==> src/rtl/multicycle_controller_pkg.sv <==
// Shared encodings for the multicycle MIPS sequencer.
// Opcodes, funct codes, FSM states and datapath select values.
package multicycle_controller_pkg;

    localparam int ISA_WIDTH = 32;

    typedef enum logic [2:0] {
        S_RESET     = 3'd0,
        S_FETCH     = 3'd1,
        S_DECODE    = 3'd2,
        S_EXECUTE   = 3'd3,
        S_MEM       = 3'd4,
        S_WRITEBACK = 3'd5
    } state_e;

    typedef enum logic [1:0] {
        PC_PLUS4  = 2'b00,
        PC_BRANCH = 2'b01,
        PC_JUMP   = 2'b10,
        PC_JR     = 2'b11
    } pc_src_e;

    typedef enum logic [1:0] {
        ALU_ADD    = 2'b00,
        ALU_SUB    = 2'b01,
        ALU_FUNCT  = 2'b10,
        ALU_OPCODE = 2'b11
    } alu_op_e;

    localparam logic [5:0] OP_RTYPE = 6'h00;
    localparam logic [5:0] OP_J     = 6'h02;
    localparam logic [5:0] OP_JAL   = 6'h03;
    localparam logic [5:0] OP_BEQ   = 6'h04;
    localparam logic [5:0] OP_BNE   = 6'h05;
    localparam logic [5:0] OP_LW    = 6'h23;
    localparam logic [5:0] OP_SW    = 6'h2B;
    localparam logic [5:0] FN_JR    = 6'h08;

    // addi..lui occupy opcodes 0x08-0x0F
    function automatic logic is_itype_alu(input logic [5:0] op);
        return op[5:3] == 3'b001;
    endfunction

endpackage

==> src/rtl/multicycle_controller_if.sv <==
// Control bus between the sequencer and the fetch/decode/ALU/memory units.
interface multicycle_controller_if
    import multicycle_controller_pkg::*;
#(
    parameter int CNT_WIDTH = 32
) ();

    logic [ISA_WIDTH-1:0] Instruction;
    logic                 zero;
    logic                 mem_ready;
    logic                 ir_write;
    logic                 pc_write;
    logic [1:0]           pc_src;
    logic                 RegWrite;
    logic                 RegDst;
    logic                 MemtoReg;
    logic                 Jal;
    logic                 ALUSrc;
    logic [1:0]           alu_op;
    logic                 MemRead;
    logic                 MemWrite;
    logic                 illegal;
    logic                 mem_error;
    logic [2:0]           state;
    logic [CNT_WIDTH-1:0] retired;

    modport master (
        input  Instruction, zero, mem_ready,
        output ir_write, pc_write, pc_src, RegWrite, RegDst,
               MemtoReg, Jal, ALUSrc, alu_op, MemRead, MemWrite,
               illegal, mem_error, state, retired
    );

    modport slave (
        output Instruction, zero, mem_ready,
        input  ir_write, pc_write, pc_src, RegWrite, RegDst,
               MemtoReg, Jal, ALUSrc, alu_op, MemRead, MemWrite,
               illegal, mem_error, state, retired
    );

endinterface

==> src/rtl/multicycle_controller_mem_wait_timer.sv <==
// Wait-state counter for the MEM phase.
// last_o marks the final cycle allowed before the access is abandoned.
module mem_wait_timer #(
    parameter int MEM_TIMEOUT = 255
) (
    input  logic clock,
    input  logic reset,
    input  logic en_i,
    output logic last_o
);

    localparam int W = (MEM_TIMEOUT < 2) ? 1 : $clog2(MEM_TIMEOUT);
    localparam logic [W-1:0] LAST = W'(MEM_TIMEOUT - 1);

    logic [W-1:0] cnt_q, cnt_d;

    assign last_o = (cnt_q == LAST);

    always_comb begin
        cnt_d = '0;
        if (en_i && !last_o) cnt_d = cnt_q + W'(1);
    end

    always_ff @(posedge clock or posedge reset) begin
        if (reset) cnt_q <= '0;
        else       cnt_q <= cnt_d;
    end

endmodule

==> src/rtl/multicycle_controller.sv <==
// Five-phase sequencer for the single-issue MIPS core: drives datapath
// strobes per state, waits on memory, flags faults, counts retirements.
module multicycle_controller
    import multicycle_controller_pkg::*;
#(
    parameter int MEM_TIMEOUT = 255,
    parameter int CNT_WIDTH   = 32
) (
    input  logic                    clock,
    input  logic                    reset,
    multicycle_controller_if.master bus
);

    state_e               state_q, state_d;
    logic [CNT_WIDTH-1:0] retired_q, retired_d;
    logic                 illegal_q, illegal_d;
    logic                 mem_error_q, mem_error_d;
    logic                 retire, tmr_en, tmr_last;

    logic [5:0] op, fn;
    logic is_r, is_jr, is_lw, is_sw, is_beq, is_bne;
    logic is_ialu, is_j, is_jal, legal;

    assign op      = bus.Instruction[31:26];
    assign fn      = bus.Instruction[5:0];
    assign is_r    = (op == OP_RTYPE);
    assign is_jr   = is_r && (fn == FN_JR);
    assign is_lw   = (op == OP_LW);
    assign is_sw   = (op == OP_SW);
    assign is_beq  = (op == OP_BEQ);
    assign is_bne  = (op == OP_BNE);
    assign is_ialu = is_itype_alu(op);
    assign is_j    = (op == OP_J);
    assign is_jal  = (op == OP_JAL);
    assign legal   = is_r | is_lw | is_sw | is_beq | is_bne | is_ialu;

    wire unused_instr = ^bus.Instruction[25:6];

    mem_wait_timer #(.MEM_TIMEOUT(MEM_TIMEOUT)) u_timer (
        .clock  (clock),
        .reset  (reset),
        .en_i   (tmr_en),
        .last_o (tmr_last)
    );

    always_comb begin
        state_d      = state_q;
        illegal_d    = illegal_q;
        mem_error_d  = mem_error_q;
        retire       = 1'b0;
        tmr_en       = 1'b0;
        bus.ir_write = 1'b0;
        bus.pc_write = 1'b0;
        bus.pc_src   = PC_PLUS4;
        bus.RegWrite = 1'b0;
        bus.RegDst   = 1'b0;
        bus.MemtoReg = 1'b0;
        bus.Jal      = 1'b0;
        bus.ALUSrc   = 1'b0;
        bus.alu_op   = ALU_ADD;
        bus.MemRead  = 1'b0;
        bus.MemWrite = 1'b0;
        unique case (state_q)
            S_RESET: state_d = S_FETCH;
            S_FETCH: begin
                bus.ir_write = 1'b1;
                bus.pc_write = 1'b1;
                state_d      = S_DECODE;
            end
            S_DECODE: begin
                unique case (1'b1)
                    is_j: begin
                        bus.pc_write = 1'b1;
                        bus.pc_src   = PC_JUMP;
                        retire       = 1'b1;
                        state_d      = S_FETCH;
                    end
                    is_jal: begin
                        bus.pc_write = 1'b1;
                        bus.pc_src   = PC_JUMP;
                        state_d      = S_WRITEBACK;
                    end
                    legal:   state_d = S_EXECUTE;
                    default: begin
                        illegal_d = 1'b1;
                        state_d   = S_FETCH;
                    end
                endcase
            end
            S_EXECUTE: begin
                if (is_r) begin
                    bus.alu_op = ALU_FUNCT;
                end else if (is_lw || is_sw) begin
                    bus.ALUSrc = 1'b1;
                end else if (is_ialu) begin
                    bus.ALUSrc = 1'b1;
                    bus.alu_op = ALU_OPCODE;
                end else begin
                    bus.alu_op = ALU_SUB;
                end
                if (is_beq || is_bne) begin
                    // not-taken leaves pc_src at pc+4
                    if (is_beq ? bus.zero : !bus.zero) begin
                        bus.pc_write = 1'b1;
                        bus.pc_src   = PC_BRANCH;
                    end
                    retire  = 1'b1;
                    state_d = S_FETCH;
                end else if (is_jr) begin
                    bus.pc_write = 1'b1;
                    bus.pc_src   = PC_JR;
                    retire       = 1'b1;
                    state_d      = S_FETCH;
                end else if (is_lw || is_sw) begin
                    state_d = S_MEM;
                end else begin
                    state_d = S_WRITEBACK;
                end
            end
            S_MEM: begin
                bus.MemRead  = is_lw;
                bus.MemWrite = is_sw;
                tmr_en       = !bus.mem_ready;
                if (bus.mem_ready) begin
                    retire  = is_sw;
                    state_d = is_lw ? S_WRITEBACK : S_FETCH;
                end else if (tmr_last) begin
                    mem_error_d = 1'b1;
                    state_d     = S_FETCH;
                end
            end
            S_WRITEBACK: begin
                bus.RegWrite = 1'b1;
                bus.RegDst   = is_r;
                bus.MemtoReg = is_lw;
                bus.Jal      = is_jal;
                retire       = 1'b1;
                state_d      = S_FETCH;
            end
            default: state_d = S_RESET;
        endcase
    end

    assign retired_d = retired_q + CNT_WIDTH'(retire);

    always_ff @(posedge clock or posedge reset) begin
        if (reset) begin
            state_q     <= S_RESET;
            retired_q   <= '0;
            illegal_q   <= 1'b0;
            mem_error_q <= 1'b0;
        end else begin
            state_q     <= state_d;
            retired_q   <= retired_d;
            illegal_q   <= illegal_d;
            mem_error_q <= mem_error_d;
        end
    end

    assign bus.state     = state_q;
    assign bus.retired   = retired_q;
    assign bus.illegal   = illegal_q;
    assign bus.mem_error = mem_error_q;

endmodule

==> src/flat_wrapper.sv <==
// flat-port wrapper written by rule: the top's interface ports become plain ports
module multicycle_controller_flat import multicycle_controller_pkg::*;
#(
    parameter int MEM_TIMEOUT = 255,
    parameter int CNT_WIDTH   = 32
)
  (clock, reset, bus_Instruction, bus_zero, bus_mem_ready, bus_ir_write, bus_pc_write, bus_pc_src, bus_RegWrite, bus_RegDst, bus_MemtoReg, bus_Jal, bus_ALUSrc, bus_alu_op, bus_MemRead, bus_MemWrite, bus_illegal, bus_mem_error, bus_state, bus_retired);
  multicycle_controller_if #(.CNT_WIDTH(CNT_WIDTH)) bus_i ();
  input  logic clock;
  input  logic reset;
  input wire logic [$bits(bus_i.Instruction)-1:0] bus_Instruction;
  input wire logic [$bits(bus_i.zero)-1:0] bus_zero;
  input wire logic [$bits(bus_i.mem_ready)-1:0] bus_mem_ready;
  output wire logic [$bits(bus_i.ir_write)-1:0] bus_ir_write;
  output wire logic [$bits(bus_i.pc_write)-1:0] bus_pc_write;
  output wire logic [$bits(bus_i.pc_src)-1:0] bus_pc_src;
  output wire logic [$bits(bus_i.RegWrite)-1:0] bus_RegWrite;
  output wire logic [$bits(bus_i.RegDst)-1:0] bus_RegDst;
  output wire logic [$bits(bus_i.MemtoReg)-1:0] bus_MemtoReg;
  output wire logic [$bits(bus_i.Jal)-1:0] bus_Jal;
  output wire logic [$bits(bus_i.ALUSrc)-1:0] bus_ALUSrc;
  output wire logic [$bits(bus_i.alu_op)-1:0] bus_alu_op;
  output wire logic [$bits(bus_i.MemRead)-1:0] bus_MemRead;
  output wire logic [$bits(bus_i.MemWrite)-1:0] bus_MemWrite;
  output wire logic [$bits(bus_i.illegal)-1:0] bus_illegal;
  output wire logic [$bits(bus_i.mem_error)-1:0] bus_mem_error;
  output wire logic [$bits(bus_i.state)-1:0] bus_state;
  output wire logic [$bits(bus_i.retired)-1:0] bus_retired;
  assign bus_i.Instruction = bus_Instruction;
  assign bus_i.zero = bus_zero;
  assign bus_i.mem_ready = bus_mem_ready;
  assign bus_ir_write = bus_i.ir_write;
  assign bus_pc_write = bus_i.pc_write;
  assign bus_pc_src = bus_i.pc_src;
  assign bus_RegWrite = bus_i.RegWrite;
  assign bus_RegDst = bus_i.RegDst;
  assign bus_MemtoReg = bus_i.MemtoReg;
  assign bus_Jal = bus_i.Jal;
  assign bus_ALUSrc = bus_i.ALUSrc;
  assign bus_alu_op = bus_i.alu_op;
  assign bus_MemRead = bus_i.MemRead;
  assign bus_MemWrite = bus_i.MemWrite;
  assign bus_illegal = bus_i.illegal;
  assign bus_mem_error = bus_i.mem_error;
  assign bus_state = bus_i.state;
  assign bus_retired = bus_i.retired;
  multicycle_controller #(.MEM_TIMEOUT(MEM_TIMEOUT), .CNT_WIDTH(CNT_WIDTH)) u_core (.clock(clock), .reset(reset), .bus(bus_i));
endmodule
==> config.mk <==
export PLATFORM = sky130hd
export DESIGN_NAME = multicycle_controller_flat
export DESIGN_NICKNAME = d
export VERILOG_FILES = /design/src/rtl/multicycle_controller_pkg.sv /design/src/rtl/multicycle_controller_if.sv /design/src/rtl/multicycle_controller_mem_wait_timer.sv /design/src/rtl/multicycle_controller.sv /design/src/flat_wrapper.sv
export SDC_FILE = /design/constraint.sdc
export NUM_CORES = 1
export LEC_CHECK = 0
export CAP_MARGIN = 25
export CORE_MARGIN = 2
export CORE_UTILIZATION = 47
export CTS_CLUSTER_DIAMETER = 150
export DETAILED_ROUTE_END_ITERATION = 10
export GPL_TIMING_DRIVEN = 0
export MAX_ROUTING_LAYER = met4
export PLACE_DENSITY_LB_ADDON = 0.12
export RECOVER_POWER = 50
export SLEW_MARGIN = 40
export SYNTH_ARGS = -nofsm -noshare
export SYNTH_HDL_FRONTEND = slang
export SYNTH_SLANG_ARGS = --single-unit
==> constraint.sdc <==
create_clock -name clock -period 6.3 [get_ports clock]
set_input_delay 1.89 -clock clock [delete_from_list [all_inputs] [get_ports clock]]
set_output_delay 1.89 -clock clock [all_outputs]
set_load 0.05 [all_outputs]
==> results.tsv, run 1 <==
stage	metric	value	unit
logic_synthesis	synth_enable_flop_cells	0	
layout	final_cell_area	3090	um2
logic_synthesis	synth_area_per_cell	10.4	um2
layout	fill_cells	398	
drt	wl_per_cell	14.3	um
timing	slew_headroom	-33.6	%
placed_design	io_buffers	65	
clocking	cts_buffers	5	
timing	fin_crit	6.16	ns
placed_design	post_dp_cell_area	3010	um2
min_path	hold_path_end	u_core.bus.mem_error	
power_and_ir_drop	pwr-share-comb	34.5	%
status	status	complete, but fails checks	
layout	drive_above_1_share	5.84	%
drt	route.detailed.drc	0	
clocking	clockBufferDepth	2	
timing	rsz0062_at_grt	no	
logic_synthesis	synthTopCellsByCount	dfrtp_1 (45), xnor2_1 (31), nand3_1 (19), nor2_1 (19)	
logic_synthesis	ys_ff_latch	45	
clocking	htreeDepth	2	
timing	finalSetupViolCount	0	
logic_synthesis	synth_fp_nets	258	
setup_path	crit_path_top_delay_cell	clkdlybuf4s50_1	
timing	finalClockSkew	0.00374	ns
floorplanning	coreArea	4690	um2
floorplanning	rows	25	
floorplanning	die_x	73.5	um
placed_design	dp_hpwl	3.56	mm
setup_path	crit_type	input pin to output pin	
setup_path	critical-path-max-stage-delay	0.81	ns
power_and_ir_drop	p_seq_share	40.9	%
setup_path	path_delay_family	buffers and inverters	
timing	post-route-period-util	97.7	%
logic_synthesis	yosysUniqueCellTypes	38	
layout	n_antenna_cell	0	
clocking	cts_tree	yes	
grt	grt_pass1_vias	1778	
floorplanning	die_h	73.5	um
layout	area_delta_synth_final	36.1	%
logic_synthesis	yosysTopAreaCellShare	49.7	%
floorplanning	pin_count	86	
layout	fin_cells	345	
layout	fin_nets	331	
setup_path	cp.required	4.41	ns
timing	max_freq	162	MHz
timing	tightest_slew	2.00	ns
setup_path	worstPathCellList	clkdlybuf4s50_1 -> nor3_2 -> nand4_1 -> a21o_1 -> o21ai_1 -> clkdlybuf4s50_1	
grt	grt_pass1_wl	8.02	mm
drt	num_vias	1926	
setup_path	r2r-end	u_core.bus.retired[28]	
floorplanning	dieArea	5400	um2
setup_path	crit_path_start_kind	input pin	
clocking	clk_latency	0.29	ns
logic_synthesis	synth_area	2270	um2
logic_synthesis	synth_area_leaders	dfrtp_1 (50%), xnor2_1 (12%), nand3_1 (4.2%)	
power_and_ir_drop	peakVddDrop	136	uV
clocking	post_cts_buffers	0	
floorplanning	start_util	48.3	%
setup_path	critPathMostFrequentCell	clkdlybuf4s50_1	
setup_path	cp.buffers_inverters	2	
setup_path	crit_path_end_kind	output pin	
placed_design	placedCellCount	338	
grt	gr-total-overflow	0	
clocking	cts_resized	0	
run	drv_cap	1	
min_path	worstHoldPathType	flop to flop	
logic_synthesis	yosysSeqAreaShare	49.7	%
setup_path	timing.rr.start	u_core.bus.state[1]	
logic_synthesis	synth-main-ff-cell	dfrtp_1	
timing	hold_viol	0	
setup_path	crit_fanout	7	
clocking	clockRootBuffer	clkbuf_8	
drt	vias_per_cell	5.58	
power_and_ir_drop	clkPwrFrac	24.6	%
min_path	hold_start	u_core.bus.mem_error	
logic_synthesis	synth_top_cell_by_area	dfrtp_1	
grt	grt_max_degree	40	
setup_path	critPathArrivalTime	4.27	ns
grt	antenna_found_initial	0	
setup_path	cp.depth	6	
min_path	whs_path_depth	1	
logic_synthesis	postSynth.asyncResetShare	100	%
logic_synthesis	synth.most_common_cell	dfrtp_1	
power_and_ir_drop	internal_power	529	uW
clocking	clkSinkCount	45	
clocking	postCtsHoldBufs	0	
power_and_ir_drop	powerDensity	276	nW/um2
power_and_ir_drop	p_leak	0.00131	uW
setup_path	r2r_slack	3.42	ns
clocking	clk_pin_slew	0.08	ns
drt	firstDrtPassIters	5	
logic_synthesis	synth_warnings	0	
drt	drtIter0Drc	111	
grt	grtUsageTotal	19.5	%
drt	drt-total-wl	4.93	mm
logic_synthesis	synthCells	218	
setup_path	worst_r2r_path_depth	10	
power_and_ir_drop	power.switching	324	uW
power_and_ir_drop	swShare	38.0	%
status	violations	capacitance limit, slew limit	
timing	maxSlewViolCount	40	
placed_design	gp_congestion	0.903	
drt	postRouteAntennaNets	0	
timing	fin_tns_setup	0	ns
## stage by stage
stage	hold slack, ns	utilization [%]	setup WS (ns)	total power (uW)
CTS	0.467	66.3	0.156	866
global route	0.478	65.8	0.0268	893
global placement	0.444	63.6	0.164	646
detailed placement	0.448	64.1	0.162	653
floorplan	0.455	-	0.793	543
finish	0.453	65.8	0.142	853
## layout by cell type, fill, tap and decap left out, drive strengths merged, types with 2 or more instances in the layout
master,synthesis,final
clkdlybuf4s50,0,50
dfrtp,45,45
xnor2,31,31
nand3,19,19
nor2,19,19
nand2,15,15
nand4,15,15
dlygate4sd3,0,15
and3,8,8
and4,6,6
xor2,6,6
clkbuf,0,6
nor3,6,6
inv,6,5
o21ai,5,5
buf,5,5
ha,4,4
nand3b,3,3
a21o,3,3
nor3b,2,2
o2111ai,2,2
and2,2,2
a31oi,2,2
a21oi,2,2
nor4b,2,2
## cells by family (layout without fill, tap and decap cells)
logic type	after synthesis	count (layout)	share of synthesized area, %
AOI/OAI and AO/OA	17	17	4.97
DFF	45	45	49.7
adders and majority gates	4	4	2.21
buffers and inverters	11	84	2.48
and+or+nand+nor	104	104	26.4
xor gates and xnor gates	37	37	14.3
## per-layer routing
metal | share of wire (%) | GRT usage, % | vias up
li1 | - | - | 917
met1 | 44 | 25.4 | 930
met2 | 46 | 30.3 | 73
met3 | 8.7 | 5.35 | 6
met4 | 0.97 | 5.45 | 0
met5 | 0 | - | -
## worst max-delay path by stage
stage | startpoint | to
after floorplan | bus_Instruction[29] | bus_pc_src[0]
after global placement | bus_Instruction[29] | bus_pc_write
after detailed placement | bus_Instruction[29] | bus_pc_write
after CTS | bus_Instruction[29] | bus_pc_write
after global routing | bus_Instruction[29] | bus_pc_write
final | bus_Instruction[29] | bus_pc_write
## worst reg2reg max path, stage by stage, from the launching register on
cell and delay (ns):
dfrtp_1 0.48, or3b_1 0.47, nor4b_2 0.27, nand2_1 0.12, o2111ai_1 0.13, ha_1 0.26
ha_1 0.25, and3_1 0.23, buf_2 0.24, nand4_1 0.16, xnor2_1 0.16
## final cells by class
| class | instances | area, um2 | area share (%) |
|---|---|---|---|
| sequential | 45 | 1130 | 36.5 |
| multi-input combinational | 162 | 1080 | 34.9 |
| timing repair buffer | 66 | 654 | 21.2 |
| clock buffer | 5 | 68.8 | 2.23 |
| tap | 54 | 67.6 | 2.19 |
| clock inverter | 2 | 35.0 | 1.14 |
| buffer | 5 | 33.8 | 1.09 |
| inverter | 6 | 23.8 | 0.770 |
## sequential cells by signal (all words and copies together) (netlist names)
name,cells
u_core.bus.mem_error,1
u_core.bus.illegal,1
u_core.bus.state,3
u_core.u_timer.cnt_q,8
u_core.bus.retired,32
## power groups by stage
stage / Combinational, uW / Clock (uW) / Sequential (uW)
after CTS: 300 / 217 / 349
after global routing: 312 / 226 / 354
after detailed placement: 299 / 0 / 354
final: 294 / 210 / 349
after floorplan: 116 / 0 / 426
after global placement: 294 / 0 / 352
(Power assumes the default switching activity.)
==> inputs of run 2 (changes only) <==
--- a/config.mk
+++ b/config.mk
@@ -8,7 +8,7 @@
 export CAP_MARGIN = 25
 export CORE_MARGIN = 2
 export CORE_UTILIZATION = 47
-export CTS_CLUSTER_DIAMETER = 150
+export CTS_CLUSTER_DIAMETER = 30
 export DETAILED_ROUTE_END_ITERATION = 10
 export GPL_TIMING_DRIVEN = 0
 export MAX_ROUTING_LAYER = met4
==> results of run 2 <==
No change in the layout: final DEF, timing and power equal those of run 1.
